===== config.mk =====
export PLATFORM = sky130hd
export DESIGN_NAME = demux_1x3
export DESIGN_NICKNAME = d
export VERILOG_FILES = /design/src/rtl/demux_pkg.sv /design/src/rtl/demux_slot.sv /design/src/rtl/demux_1x3.sv
export SDC_FILE = /design/constraint.sdc
export NUM_CORES = 1
export LEC_CHECK = 0
export ABC_AREA = 1
export BUFFER_PORTS_ARGS = -buffer_cell sky130_fd_sc_hd__buf_2
export CORE_MARGIN = 2
export CORE_UTILIZATION = 25
export CTS_CLUSTER_SIZE = 25
export DETAILED_ROUTE_END_ITERATION = 7
export GPL_TIMING_DRIVEN = 0
export SYNTH_ARGS = -nofsm -noshare
export SYNTH_HDL_FRONTEND = slang
export SYNTH_SLANG_ARGS = --single-unit

===== constraint.sdc =====
create_clock -name clk -period 2.04 [get_ports clk]
set_input_delay 0.204 -clock clk [delete_from_list [all_inputs] [get_ports clk]]
set_output_delay 0.204 -clock clk [all_outputs]
set_load 0.1 [all_outputs]

===== src/rtl/demux_pkg.sv =====
`default_nettype none
// ============================================================================
//  Module      : demux_pkg
//  Description : Shared constants and types for the 1-to-3 demultiplexer.
//                This covers the select encodings, the default data width and
//                the per-output slot states.
//  Revision    : 1.0 - initial release
// ============================================================================
package demux_pkg;

  // Default data width of the input word and of each output.
  localparam int DEFAULT_WIDTH = 32;

  // Number of outputs and the width of the optional drain counters.
  localparam int NUM_OUT = 3;
  localparam int CNT_W   = 16;

  // Destination select encodings.
  localparam logic [1:0] SEL_Y0  = 2'b00;
  localparam logic [1:0] SEL_Y1  = 2'b01;
  localparam logic [1:0] SEL_Y2  = 2'b10;
  localparam logic [1:0] SEL_BAD = 2'b11;

  // One-entry output slot occupancy.
  typedef enum logic {
    EMPTY = 1'b0,
    FULL  = 1'b1
  } slot_state_t;

endpackage : demux_pkg
`default_nettype wire


===== src/rtl/demux_slot.sv =====
`default_nettype none
// ============================================================================
//  Module      : demux_slot
//  Description : One-entry output slot with a valid/ready handshake. It holds
//                the registered data word, the EMPTY/FULL state and, when
//                DEMUX_1X3_STATS_EN is defined, a 16-bit wrapping drain counter.
//  Revision    : 1.0 - initial release
// ============================================================================
module demux_slot
  import demux_pkg::*;
#(
  parameter int bitwidth = DEFAULT_WIDTH
) (
  input  logic                clk,
  input  logic                rst_n,
  input  logic                load,
  input  logic [bitwidth-1:0] load_data,
  input  logic                out_ready,
  output logic [bitwidth-1:0] out_data,
  output logic                out_valid,
  output logic                can_load
`ifdef DEMUX_1X3_STATS_EN
  ,
  output logic [CNT_W-1:0]    cnt
`endif
);

  slot_state_t         state_q, state_d;
  logic [bitwidth-1:0] data_q, data_d;
  logic                drain;

  // The consumer takes the held word; a load in the same cycle keeps the slot full.
  always_comb begin
    drain    = (state_q == FULL) && out_ready;
    can_load = (state_q == EMPTY) || out_ready;
    state_d  = state_q;
    data_d   = data_q;
    if (load) begin
      state_d = FULL;
      data_d  = load_data;
    end else if (drain) begin
      state_d = EMPTY;
    end
  end

  // Slot state and data registers; the data word is kept after a drain.
  always_ff @(posedge clk or negedge rst_n) begin
    if (!rst_n) begin
      state_q <= EMPTY;
      data_q  <= '0;
    end else begin
      state_q <= state_d;
      data_q  <= data_d;
    end
  end

  assign out_data  = data_q;
  assign out_valid = (state_q == FULL);

`ifdef DEMUX_1X3_STATS_EN
  logic [CNT_W-1:0] cnt_q, cnt_d;

  // Count drains; the counter wraps naturally at 16 bits.
  always_comb begin
    cnt_d = cnt_q;
    if (drain) cnt_d = cnt_q + 1'b1;
  end

  // Drain counter register.
  always_ff @(posedge clk or negedge rst_n) begin
    if (!rst_n) cnt_q <= '0;
    else        cnt_q <= cnt_d;
  end

  assign cnt = cnt_q;
`endif

endmodule : demux_slot
`default_nettype wire


===== src/rtl/demux_1x3.sv =====
`default_nettype none
// ============================================================================
//  Module      : demux_1x3
//  Description : Handshaked 1-to-3 demultiplexer with registered outputs and
//                one-cycle latency. A word with sel=11 is accepted, discarded
//                and flagged on err for one cycle. When DEMUX_1X3_STATS_EN is
//                defined, per-output 16-bit drain counters (cnt0..cnt2) are
//                added.
//  Revision    : 1.0 - initial release
// ============================================================================
module demux_1x3
  import demux_pkg::*;
#(
  parameter int bitwidth = DEFAULT_WIDTH
) (
  input  logic                clk,
  input  logic                rst_n,
  input  logic [1:0]          sel,
  input  logic [bitwidth-1:0] d,
  input  logic                in_valid,
  output logic                in_ready,
  output logic [bitwidth-1:0] y0,
  output logic [bitwidth-1:0] y1,
  output logic [bitwidth-1:0] y2,
  output logic [2:0]          y_valid,
  input  logic [2:0]          y_ready,
  output logic                err
`ifdef DEMUX_1X3_STATS_EN
  ,
  output logic [CNT_W-1:0]    cnt0,
  output logic [CNT_W-1:0]    cnt1,
  output logic [CNT_W-1:0]    cnt2
`endif
);

  logic [NUM_OUT-1:0]  can_load;
  logic [NUM_OUT-1:0]  load;
  logic [bitwidth-1:0] y_arr [NUM_OUT];
  logic                err_q, err_d;
  logic                accept;
`ifdef DEMUX_1X3_STATS_EN
  logic [CNT_W-1:0]    cnt_arr [NUM_OUT];
`endif

  // Ready follows the selected slot only; an invalid select is always taken.
  always_comb begin
    in_ready = 1'b1;
    case (sel)
      SEL_Y0:  in_ready = can_load[0];
      SEL_Y1:  in_ready = can_load[1];
      SEL_Y2:  in_ready = can_load[2];
      default: in_ready = 1'b1;
    endcase
    accept = in_valid && in_ready;
    err_d  = accept && (sel == SEL_BAD);
  end

  generate
    for (genvar i = 0; i < NUM_OUT; i++) begin : g_slot
      assign load[i] = accept && (sel == 2'(i));

      demux_slot #(
        .bitwidth (bitwidth)
      ) u_slot (
        .clk       (clk),
        .rst_n     (rst_n),
        .load      (load[i]),
        .load_data (d),
        .out_ready (y_ready[i]),
        .out_data  (y_arr[i]),
        .out_valid (y_valid[i]),
        .can_load  (can_load[i])
`ifdef DEMUX_1X3_STATS_EN
        ,
        .cnt       (cnt_arr[i])
`endif
      );
    end
  endgenerate

  // One-cycle error pulse for a consumed invalid-select word.
  always_ff @(posedge clk or negedge rst_n) begin
    if (!rst_n) err_q <= 1'b0;
    else        err_q <= err_d;
  end

  assign err = err_q;
  assign y0  = y_arr[0];
  assign y1  = y_arr[1];
  assign y2  = y_arr[2];

`ifdef DEMUX_1X3_STATS_EN
  assign cnt0 = cnt_arr[0];
  assign cnt1 = cnt_arr[1];
  assign cnt2 = cnt_arr[2];
`endif

endmodule : demux_1x3
`default_nettype wire


==> metrics.txt <==
# TYPE chip_impl_metric gauge
chip_impl_info{name="status",value="complete, no violations"} 1
chip_impl_metric{name="grt_pass1_wl",unit="µm"} 21200
chip_impl_metric{name="globalRouteTotalUtil",unit="%"} 15.6
chip_impl_info{name="yosys_most_used_dff",value="sky130_fd_sc_hd__dfrtp_1"} 1
chip_impl_metric{name="final_critical_path_setup_slack",unit="ps"} 174
chip_impl_info{name="post_synth_main_area_contributors",value="sky130_fd_sc_hd__dfrtp_1 (60%), sky130_fd_sc_hd__nand2_1 (18%), sky130_fd_sc_hd__nand4_1 (14%)"} 1
chip_impl_metric{name="synthSimpleGateAreaFrac",unit="%"} 33.8
chip_impl_metric{name="nets",unit=""} 648
chip_impl_info{name="synth_top_family_by_area",value="simple AND/OR/NAND/NOR gates"} 1
chip_impl_metric{name="register_area",unit="mm²"} 0.00250
chip_impl_metric{name="pin_count_of_the_biggest_net_entering_global_routing",unit=""} 52
chip_impl_metric{name="multi_input_area",unit="mm²"} 0.00144
chip_impl_metric{name="buffer_ports.inserted",unit=""} 139
chip_impl_metric{name="antennaDiodeCount",unit=""} 0
chip_impl_info{name="rsz0062_at_grt",value="false"} 1
chip_impl_metric{name="initial_core_util",unit="%"} 25.4
chip_impl_metric{name="place.detailed.hpwl",unit="µm"} 9900
chip_impl_metric{name="ys_warn_count",unit=""} 0
chip_impl_info{name="crit_path_start_kind",value="register"} 1
chip_impl_metric{name="synth-edff-count",unit=""} 0
chip_impl_metric{name="cts-buffers-inserted",unit=""} 9
chip_impl_info{name="synthDominantAreaCellType",value="sky130_fd_sc_hd__dfrtp_1"} 1
chip_impl_metric{name="dieArea",unit="mm²"} 0.0178
chip_impl_metric{name="clock_insertion_delay_worst_skew",unit="ps"} 360
chip_impl_metric{name="fmaxAchievable",unit="MHz"} 536
chip_impl_metric{name="synth.top_cell.area_share",unit="%"} 59.7
chip_impl_metric{name="antenna_violating_nets_left",unit=""} 0
chip_impl_metric{name="routed_wirelength",unit="µm"} 13700
chip_impl_metric{name="timing_max_transition_violations_final",unit=""} 0
chip_impl_metric{name="post_synth_inst_count",unit=""} 456
chip_impl_metric{name="finalSetupViolCount",unit=""} 0
chip_impl_metric{name="mappedNetlistNets",unit=""} 496
chip_impl_metric{name="finalHoldViolCount",unit=""} 0
chip_impl_metric{name="min_period_over_period",unit="%"} 91.5
chip_impl_metric{name="whs",unit="ps"} 33.6
chip_impl_metric{name="clock-skew-final",unit="ps"} 7.53
chip_impl_info{name="critPathCaptureType",value="output port"} 1
chip_impl_metric{name="critical_path.max_stage_delay",unit="ps"} 370
chip_impl_metric{name="vias",unit=""} 3853
chip_impl_metric{name="post_drt_via_cell_ratio",unit=""} 4.63
chip_impl_info{name="category_of_the_critical_setup_timing_path",value="reg2out"} 1
chip_impl_info{name="timing.critical_path.slowest_stage_cell",value="sky130_fd_sc_hd__dfrtp_1"} 1
chip_impl_metric{name="fillCellCount",unit=""} 1762
chip_impl_metric{name="drt_pass1_iterations",unit=""} 4
chip_impl_metric{name="layout.cells.non_filler",unit=""} 833
chip_impl_metric{name="drt_drc_violations_left",unit=""} 0
chip_impl_info{name="min-delay-path-class",value="in2reg"} 1
chip_impl_metric{name="worst_supply_voltage_drop_on_vdd",unit="µV"} 765
chip_impl_metric{name="finalCriticalPeriod",unit="ps"} 1870
chip_impl_metric{name="power_leakage",unit="nW"} 3.02
chip_impl_metric{name="postPlaceCellArea",unit="mm²"} 0.00519
chip_impl_metric{name="layout-drive-gt1-share",unit="%"} 30.8
chip_impl_metric{name="max_cap_violations",unit=""} 0
chip_impl_metric{name="pin_count",unit=""} 141
chip_impl_metric{name="synth-compound-area-share",unit="%"} 0.388
chip_impl_metric{name="synth.cell_area",unit="mm²"} 0.00419
chip_impl_metric{name="post_synth_xor_area_fraction",unit="%"} 0
chip_impl_metric{name="yosys-mux-area-fraction",unit="%"} 0
chip_impl_metric{name="final_instance_area",unit="mm²"} 0.00553
chip_impl_metric{name="timing.critical_path.required",unit="ps"} 1840
chip_impl_info{name="netlist_top_cells_count",value="sky130_fd_sc_hd__nand2_1 (196), sky130_fd_sc_hd__dfrtp_1 (100), sky130_fd_sc_hd__nand4_1 (96)"} 1
chip_impl_metric{name="clk_pin_slew",unit="ps"} 70
chip_impl_metric{name="first_global_vias",unit=""} 3762
chip_impl_metric{name="gp_congestion",unit=""} 0.787
chip_impl_metric{name="timing.max_slew.rel_slack",unit="%"} 53.5
chip_impl_info{name="synth.most_common_cell",value="sky130_fd_sc_hd__nand2_1"} 1
chip_impl_metric{name="dpl.cell_count",unit=""} 816
chip_impl_metric{name="max_slew.worst_pin.slew",unit="ps"} 698
chip_impl_metric{name="path_max_fanout",unit=""} 10
chip_impl_metric{name="ctsHtreeMaxLevel",unit=""} 3
chip_impl_metric{name="std_cell_rows",unit=""} 47
chip_impl_metric{name="synth-async-reset-ratio",unit="%"} 100
chip_impl_metric{name="arrival",unit="ps"} 1660
chip_impl_metric{name="synth.lib_cells_used.distinct",unit=""} 16
chip_impl_metric{name="clock_sink_count",unit=""} 100
chip_impl_metric{name="p_per_area",unit="mW/mm²"} 1550
chip_impl_metric{name="synth-seq-area-share",unit="%"} 59.7
chip_impl_metric{name="synth_area_per_cell",unit="µm²"} 9.19
chip_impl_metric{name="postCtsSetupBuffers",unit=""} 0
chip_impl_metric{name="max-clock-path-buffers",unit=""} 2
chip_impl_metric{name="place_worst_setup_slack",unit="ps"} -4.84
chip_impl_metric{name="globalRoute.totalOverflow",unit=""} 0
chip_impl_metric{name="die_w",unit="µm"} 133
chip_impl_info{name="crit_chain",value="nand2_1 -> nand2_1 -> nand3_4 -> buf_2 -> buf_6"} 1
chip_impl_info{name="clk_root_buffer_cell",value="sky130_fd_sc_hd__clkbuf_16"} 1
chip_impl_metric{name="power.total",unit="mW"} 8.56
chip_impl_metric{name="first_iter_violations",unit=""} 200
chip_impl_metric{name="yosys.area_share.adder",unit="%"} 0
chip_impl_info{name="path_common_cell",value="sky130_fd_sc_hd__nand2_1"} 1
chip_impl_metric{name="coreArea",unit="mm²"} 0.0165
chip_impl_metric{name="floorplan.die.height",unit="µm"} 133
chip_impl_metric{name="number_of_antenna_violations_at_the_first_check_in_global_routing",unit=""} 0
chip_impl_metric{name="area_growth_syn_to_layout",unit="%"} 31.9
chip_impl_info{name="clock_tree_from_tritoncts",value="yes"} 1
chip_impl_metric{name="post_drt_wl_per_cell",unit="µm"} 16.4
chip_impl_metric{name="synth_seq_cells",unit=""} 100
[kinds of logic (layout without fill, tap and decap cells)]
logic type,count (synthesis),in the layout
and+or+nand+nor,302,302
DFF,100,100
buffers and inverters,51,208
AOI/OAI and AO/OA,3,3
[registers in the layout, summed over array words and instances, names as in the netlist]
signal and flops:
g_slot.u_slot.out_valid 3, err 1, g_slot.u_slot.out_data 96
[cells in the final DEF (no fill, tap or decap)]
master,n
sky130_fd_sc_hd__nand2_1,196
sky130_fd_sc_hd__buf_2,155
sky130_fd_sc_hd__dfrtp_1,100
sky130_fd_sc_hd__nand4_1,96
sky130_fd_sc_hd__clkbuf_1,17
sky130_fd_sc_hd__clkbuf_16,9
sky130_fd_sc_hd__inv_1,6
sky130_fd_sc_hd__buf_6,5
sky130_fd_sc_hd__buf_4,4
sky130_fd_sc_hd__nand3_2,3
sky130_fd_sc_hd__inv_2,2
sky130_fd_sc_hd__nand3_1,2
sky130_fd_sc_hd__nor2_4,2
sky130_fd_sc_hd__o21ai_1,2
sky130_fd_sc_hd__nor2_1,2
sky130_fd_sc_hd__clkinv_4,2
sky130_fd_sc_hd__inv_8,2
sky130_fd_sc_hd__clkinvlp_4,2
sky130_fd_sc_hd__nand3_4,1
sky130_fd_sc_hd__buf_1,1
sky130_fd_sc_hd__a31oi_1,1
sky130_fd_sc_hd__bufinv_16,1
sky130_fd_sc_hd__dlygate4sd3_1,1
sky130_fd_sc_hd__buf_16,1
[routing by layer]
layer,vias to the layer above,routed length (µm),GRT usage (%)
met4,0,145,4.02
met3,12,824,4.30
met1,1855,6350,21.3
met5,-,0,0
li1,1848,-,-
met2,138,6370,24.4
[repair_timing]
| item | 4_1_cts | 5_1_grt |
|---|---|---|
| cloned | 0 | 0 |
| gates resized for setup | 1 | 2 |
| endpoints found under the setup margin | 1 | 1 |
| endpoints found under the hold margin | 50 | 0 |
| hold buffers | 1 | 0 |
[through the flow]
step | setup TNS [ps] | util, %
floorplan | 0 | -
global route | 0 | 33.6
detailed placement | -4.84 | 31.5
global placement | -36940 | 31.3
CTS | 0 | 33.5
finish | 0 | 33.6
[path summary, 6_finish.rpt]
kind | endpoint | cells past startpoint | slack, ps | from
worst max-delay path | in_ready | 5 | 170 | g_slot[1].u_slot.out_valid$_DFFE_PN0P_
worst min-delay path | g_slot[0].u_slot.out_valid$_DFFE_PN0P_ | 2 | 30 | y_ready[0]
worst max register to register | g_slot[1].u_slot.out_data[14]$_DFFE_PN0P_ | 7 | 540 | g_slot[0].u_slot.out_valid$_DFFE_PN0P_
worst min register to register | g_slot[0].u_slot.out_data[0]$_DFFE_PN0P_ | 2 | 470 | g_slot[0].u_slot.out_data[0]$_DFFE_PN0P_
max in group asynchronous | g_slot[1].u_slot.out_data[17]$_DFFE_PN0P_ | 3 | 910 | rst_n
min in group asynchronous | g_slot[2].u_slot.out_data[3]$_DFFE_PN0P_ | 2 | 430 | rst_n
[critical path, delay by kind of cell (launching register included)]
kind	cells	cell delay (ps)
buf+inv	2	530
flops	1	370
simple gates	3	390
[power breakdown]
part / internal [mW] / total, mW / switching, mW
sequential: 2.38 / 2.62 / 0.233
combinational: 0.515 / 4.17 / 3.65
clock: 0.972 / 1.78 / 0.806
total: 3.87 / 8.56 / 4.69
[layout make-up]
class,instances,area share [%]
Sequential cell,100,45.3
Tap cell,220,4.98
Buffer,43,4.08
Inverter,8,0.543
Timing Repair Buffer,141,13.4
Clock buffer,9,4.08
Clock inverter,7,1.54
Multi-Input combinational cell,305,26.1
Note: power is estimated with default switching activity, not from simulation.
